$ cat src/rtl/cache_fill_fsm.sv
// ---------------------------------------------------------------------------
// cache_fill_fsm
// Cache-side line-fill controller. There is one instance per cache (I and D).
// On a miss it latches the line base address. It then requests the line from
// the arbiter one word at a time. Each returning fill word is written into the
// data array, and the tag array is written together with the last word.
// fsm_busy stays high for the whole fill so the pipeline stalls.
//
// Ports
//   clk, rst_n        clock and asynchronous active-low reset
//   miss_detected     cache lookup missed this cycle
//   miss_addr         byte address of the missing access
//   grant             arbiter accepts req_addr this cycle
//   fill_valid        one returning fill word is present
//   fill_data         the returning fill word (arrives in request order)
//   req, req_addr     request to the arbiter and byte address of the next word
//   fsm_busy          fill in progress; the pipeline must stall
//   write_data_array  write array_data at array_addr this cycle
//   write_tag_array   write tag/valid for the line that holds array_addr
//   array_addr        byte address of the word being written
//   array_data        data written to the data array (same as fill_data)
// ---------------------------------------------------------------------------
module cache_fill_fsm #(
  parameter int WORDS  = 8,
  parameter int ADDR_W = 16,
  parameter int DATA_W = 16
) (
  input  logic              clk,
  input  logic              rst_n,
  input  logic              miss_detected,
  input  logic [ADDR_W-1:0] miss_addr,
  input  logic              grant,
  input  logic              fill_valid,
  input  logic [DATA_W-1:0] fill_data,
  output logic              req,
  output logic [ADDR_W-1:0] req_addr,
  output logic              fsm_busy,
  output logic              write_data_array,
  output logic              write_tag_array,
  output logic [ADDR_W-1:0] array_addr,
  output logic [DATA_W-1:0] array_data
);

  // The counters need one extra bit so they can hold the value WORDS.
  // OFF_W is the number of byte-offset bits inside one line.
  localparam int CNT_W = $clog2(WORDS) + 1;
  localparam int OFF_W = $clog2(2 * WORDS);

  typedef enum logic {
    S_IDLE,
    S_FILL
  } state_t;

  state_t            r_state;
  state_t            w_next;
  logic [CNT_W-1:0]  r_issued;
  logic [CNT_W-1:0]  r_recvd;
  logic [ADDR_W-1:0] r_base;
  logic              w_issue;
  logic              w_accept;

  // Next-state logic and all outputs. Every output is combinational, so a
  // fill word reaches the data array in the same cycle it arrives. Address
  // arithmetic wraps modulo 2^ADDR_W.
  always_comb begin
    w_next           = r_state;
    w_issue          = 1'b0;
    w_accept         = 1'b0;
    req              = 1'b0;
    req_addr         = '0;
    fsm_busy         = 1'b0;
    write_data_array = 1'b0;
    write_tag_array  = 1'b0;
    array_addr       = '0;
    array_data       = '0;
    case (r_state)
      S_IDLE: begin
        if (miss_detected) begin
          w_next = S_FILL;
        end
      end
      S_FILL: begin
        fsm_busy = 1'b1;
        req      = (r_issued < CNT_W'(WORDS));
        req_addr = r_base + (ADDR_W'(r_issued) << 1);
        w_issue  = req && grant;
        // Fill words that arrive after the whole line has been counted are dropped.
        if (fill_valid && (r_recvd < CNT_W'(WORDS))) begin
          w_accept         = 1'b1;
          write_data_array = 1'b1;
          array_data       = fill_data;
          array_addr       = r_base + (ADDR_W'(r_recvd) << 1);
          if (r_recvd == CNT_W'(WORDS - 1)) begin
            write_tag_array = 1'b1;
            w_next          = S_IDLE;
          end
        end
      end
      default: w_next = S_IDLE;
    endcase
  end

  // State, line base and the two word counters. The issue and receive
  // counters advance independently of each other. A miss seen during a fill
  // is ignored, so the base address is latched only when leaving IDLE.
  always_ff @(posedge clk or negedge rst_n) begin
    if (!rst_n) begin
      r_state  <= S_IDLE;
      r_issued <= '0;
      r_recvd  <= '0;
      r_base   <= '0;
    end else begin
      r_state <= w_next;
      if (r_state == S_IDLE) begin
        if (miss_detected) begin
          r_base   <= {miss_addr[ADDR_W-1:OFF_W], {OFF_W{1'b0}}};
          r_issued <= '0;
          r_recvd  <= '0;
        end
      end else begin
        if (w_issue) begin
          r_issued <= r_issued + CNT_W'(1);
        end
        if (w_accept) begin
          r_recvd <= r_recvd + CNT_W'(1);
        end
      end
    end
  end

endmodule

$ cat config.mk
export PLATFORM = sky130hd
export DESIGN_NAME = cache_fill_fsm
export DESIGN_NICKNAME = d
export VERILOG_FILES = /design/src/rtl/cache_fill_fsm.sv
export SDC_FILE = /design/constraint.sdc
export NUM_CORES = 1
export LEC_CHECK = 0
export BUFFER_PORTS_ARGS = -buffer_cell sky130_fd_sc_hd__buf_4
export CORE_MARGIN = 1
export CORE_UTILIZATION = 41
export DETAILED_ROUTE_END_ITERATION = 8
export PLACE_DENSITY = 0.85
export SLEW_MARGIN = 20
export SYNTH_ARGS = -nofsm -noshare
export SYNTH_HDL_FRONTEND = slang
export SYNTH_SLANG_ARGS = --single-unit
$ cat constraint.sdc
create_clock -name clk -period 1.4 [get_ports clk]
set_clock_uncertainty 0.05 [all_clocks]
set_input_delay 0 -clock clk [delete_from_list [all_inputs] [get_ports clk]]
set_output_delay 0 -clock clk [all_outputs]
set_load 0.005 [all_outputs]
Yosys cells after proc, flatten, opt, wreduce, memory -nomap -nowiden
Index checks and enable logic that the tools add are counted.

Bits in registers: 21. Bits of input ports: 37. Output and inout bits: 52. Word-level logic and storage cells: 42.

$add $sub $neg: 4. Magnitude comparators: 2. Eq/ne operators: 3. Multiplexer cells: 22. Bitwise operators: 1. Reduce and logical (&&, ||, !) cells: 6.

Operators with widths (number): $mux 16 (5); $add 16x5->16 (2); $mux 4 (5); $mux 1 (11); $add 4x1->4 const B (2); $lt 4x4->1 const B (2); $reduce_and 2->1 (3); $eq 4x3->1 const B (1); $logic_and 1x1->1 (2); $ne 2x1->1 const B (1); $ne 2x2->1 const B (1); $pmux 1 s2 (1); $reduce_bool 2->1 (1); $not 1->1 (1).

Longest topological paths before layout
Depth in word-level cells: 6. Depth in mapped cells: 5.

Worst setup path before layout
Ideal clock, no wire load.

Path kind: register -> output. From: reg r_issued[3]. To: out req_addr[12]. Data arrival time: 1.412 ns. Required time: 1.350 ns. Setup slack: -0.062 ns. Cell stages (with the launch flop): 6. Cells stage by stage: dfrtp_1 -> ha_1 -> ha_1 -> nand2_1 -> or4_1 -> a21oi_1.

Word-level cells in the longest chain between the ends: 2.

Ends and longest elaborated chain: start, declared (RTL line 56) `logic [CNT_W-1:0] r_issued;`; start signal, assigned (RTL line 122) `r_issued <= r_issued + CNT_W'(1);`; $add 16x5->16 (RTL line 85) `req_addr = r_base + (ADDR_W'(r_issued) << 1);`; $mux 16 (RTL line 76) `case (r_state)`; end, declared (RTL line 36) `output logic [ADDR_W-1:0] req_addr,`.

No other way between the ends.

Worst setup path after layout
From: reg r_base[4]. To: out req_addr[12].

Word-level cells in the longest chain between the ends: 2.

Ends and longest elaborated chain: start, declared (RTL line 58) `logic [ADDR_W-1:0] r_base;`; start signal, assigned (RTL line 116) `r_base <= {miss_addr[ADDR_W-1:OFF_W], {OFF_W{1'b0}}};`; $add 16x5->16 (RTL line 85); $mux 16 (RTL line 76).

No other way between the ends.

==> results.txt <==
top_reg_cell synth: dfrtp_1
Congestion Overflow GR: 0
Max Freq: 0.510 GHz
clk_lat worst skew: 0.26 ns
CP Max Fanout: 5
worst setup path endpoint: req_addr[12]
total clock sinks: 21
Slew Limit Fails: 0
critical path, cell by cell: ha_4 -> ha_4 -> nand2_4 -> buf_4 -> o31ai_1 -> a21oi_2 -> buf_4
Async S/R FF share, synth: 100%
drt initial violations: 167
post-route setup slack: -0.562 ns
Final Hold Vio Count: 0
Pre-antenna DRT Iters: 4
ant diodes: 0
CTS Buf Count: 3
Total Routed Length: 8580 µm
Post-Synthesis Cells: 205
Longest Clk Path Bufs: 2
post-route ant nets: 0
unrepaired setup endpoints after global routing: true
top cell type's share of synthesized area: 31.8%
# IOs: 89
top cells by count, synth: nand2_1, and2_1, dfrtp_1
All-Layer GR Usage: 30.1%
CP Capture Type: primary output
Synth cell types: 36
Worst path depth: 7
violated checks: setup timing
Starting Density: 43.8%
r2r endpoint: r_state$_DFF_PN0_
maximum VDD drop: 0.00131 V
R2R Path Start: r_recvd[3]$_DFFE_PN0P_
first-pass GRT wire length: 9870 µm
Via Count: 2,300
Tcrit/Tclk final: 140%
CP startpoint: r_base[4]$_DFFE_PN0P_
top post-synthesis cells by area: dfrtp_1, and2_1, nand2_1
std cell rows: 22
vias in the first global route: 2,120
setup TNS: -17.45 ns
hold path startpoint: grant
Seq/Total Area, Yosys: 31.8%
CP max stage delay: 0.45 ns
Final nets: 393
Die Ht: 65.4 µm
Remaining DRCs: 0
final hold slack: 0.0752 ns
maxcap violations: 0
routability cong.: 0.821
core region area: 0.00377 mm²
top-count cell post-synth: nand2_1
depth of the most critical reg-to-reg path: 7
Avg Cell Area, Syn: 8.05 µm²
Yosys top cell by area: dfrtp_1
pin count of the biggest net entering global routing: 22
flops & latches, synth: 21
Clock transition at path regs: 0.08 ns
DIE AREA: 0.00428 mm²
CP max stage cell: dfrtp_2
WHS Path Cells: 3
area grow syn2layout: 105%
CTS tree: yes
min Tclk post-route: 1.96 ns
Die X: 65.4 µm
Critical Path Start Type: register
EDFF count, synth: 0
Register-to-Register Setup Slack: -0.24 ns
layout cell share with drive strength beyond 1: 64.5%
Hold WC Path Type: in -> reg
fin area: 0.00338 mm²
CP delay by family, top: compound AO/OA/AOI/OAI gates
Root Driver: clkbuf_8
wire per inst: 21.6 µm
Port-buffer cells: 82
Final Setup Violations: 53
H-Tree Depth: 1
Pwr Density: 1830 mW/mm²
Syn Std Cell Area: 0.00165 mm²
crit path DAT: 1.91 ns
Worst Path Buf+Inv: 2
antenna violations before repair: 0
detailed-placement wirelength estimate: 3740 µm
area of placed instances: 0.00251 mm²
Static Leakage: 1.56 nW
Util after Layout: 89.5%
Syn. warnings: 0
vias per cell: 5.79
status: finished, violations left
Crit Path Class: reg -> out
required time of the critical path: 1.35 ns
[kinds of logic after synthesis]
family / count (synthesis) / share of synthesized area, %
AND/OR/NAND/NOR: 112 / 37.2
AO/OA/AOI/OAI: 32 / 11.4
flip-flops: 21 / 31.8
buffers and inverters: 21 / 7.96
XOR/XNOR: 8 / 4.25
adder cells (fa/ha/maj): 6 / 4.55
multiplexers: 4 / 2.50
other: 1 / 0.227
[placed cells by master, fill, tap and decap left out, types with 5 or more instances in the layout]
master          n
a21oi_2         9
and2_1          6
and2_4         19
buf_4          99
buf_6          36
dfrtp_1        10
dfrtp_2        11
dlygate4sd3_1  14
nand2_1        39
nor2_1          6
o21ai_0         9
or4_4           5
xor2_1          6
[flip-flops by register name, indices dropped and copies added, names as in the netlist]
| register | cells |
|---|---|
| r_issued | 4 |
| r_base | 12 |
| r_recvd | 4 |
| r_state | 1 |
[through the flow]
| step | power [W] | setup slack, ns | instances |
|---|---|---|---|
| global route | 0.00644 | -0.617 | 397 |
| floorplan | 0.00263 | -0.0263 | 206 |
| finish | 0.00619 | -0.562 | 397 |
| detailed placement | 0.00403 | -0.232 | 354 |
| CTS | 0.00510 | -0.402 | 392 |
| global placement | 0.00393 | -0.190 | 354 |
[layout make-up]
| class | count | area (µm²) |
|---|---|---|
| Timing Repair Buffer | 154 | 1380 |
| Multi-Input combinational cell | 164 | 1330 |
| Fill cell | 155 | 395 |
| Tap cell | 48 | 60.1 |
| Sequential cell | 21 | 539 |
| Clock buffer | 4 | 45.0 |
| Inverter | 6 | 26.3 |
[layer usage]
layer,up-vias,global-route usage (%),share of wire (%)
li1,984,-,-
met1,1134,34.6,37
met2,135,54.3,52
met3,47,4.34,5.4
met4,0,13.9,5.5
met5,-,0,0
[worst min-delay path by stage]
stage                                         end  slack [ns]
after detailed placement    r_base[5]$_DFFE_PN0P_       -0.15
final                     r_issued[0]$_DFFE_PN0P_        0.08
after CTS                 r_issued[3]$_DFFE_PN0P_        0.05
after global placement    r_issued[1]$_DFFE_PN0P_       -0.15
after global routing      r_issued[0]$_DFFE_PN0P_        0.07
after floorplan            r_base[10]$_DFFE_PN0P_       -0.35
[power breakdown]
group / leakage (nW) / internal, W / switching [W]
Sequential: 0.242 / 0.000910 / 0.000537
Clock: 0.0228 / 0.000203 / 0.000212
Combinational: 1.30 / 0.00240 / 0.00192
Total: 1.56 / 0.00352 / 0.00267
[repair_timing]
| item | CTS | global route |
|---|---|---|
| cloned | 3 | 0 |
| endpoints found under the setup margin | 46 | 57 |
| hold buffers | 14 | 0 |
| pin swaps | 12 | 27 |
| resized for setup | 50 | 85 |
| endpoints found under the hold margin | 35 | 0 |
| setup buffers | 18 | 15 |
[worst reg2reg max path, cell delays in order, from the launching register on]
cell and delay, ns:
dfrtp_2 0.48, buf_6 0.14, nand3b_1 0.23, inv_2 0.18
buf_6 0.13, and3_4 0.20, buf_6 0.10, nor2_2 0.03
(Power assumes the default switching activity.)
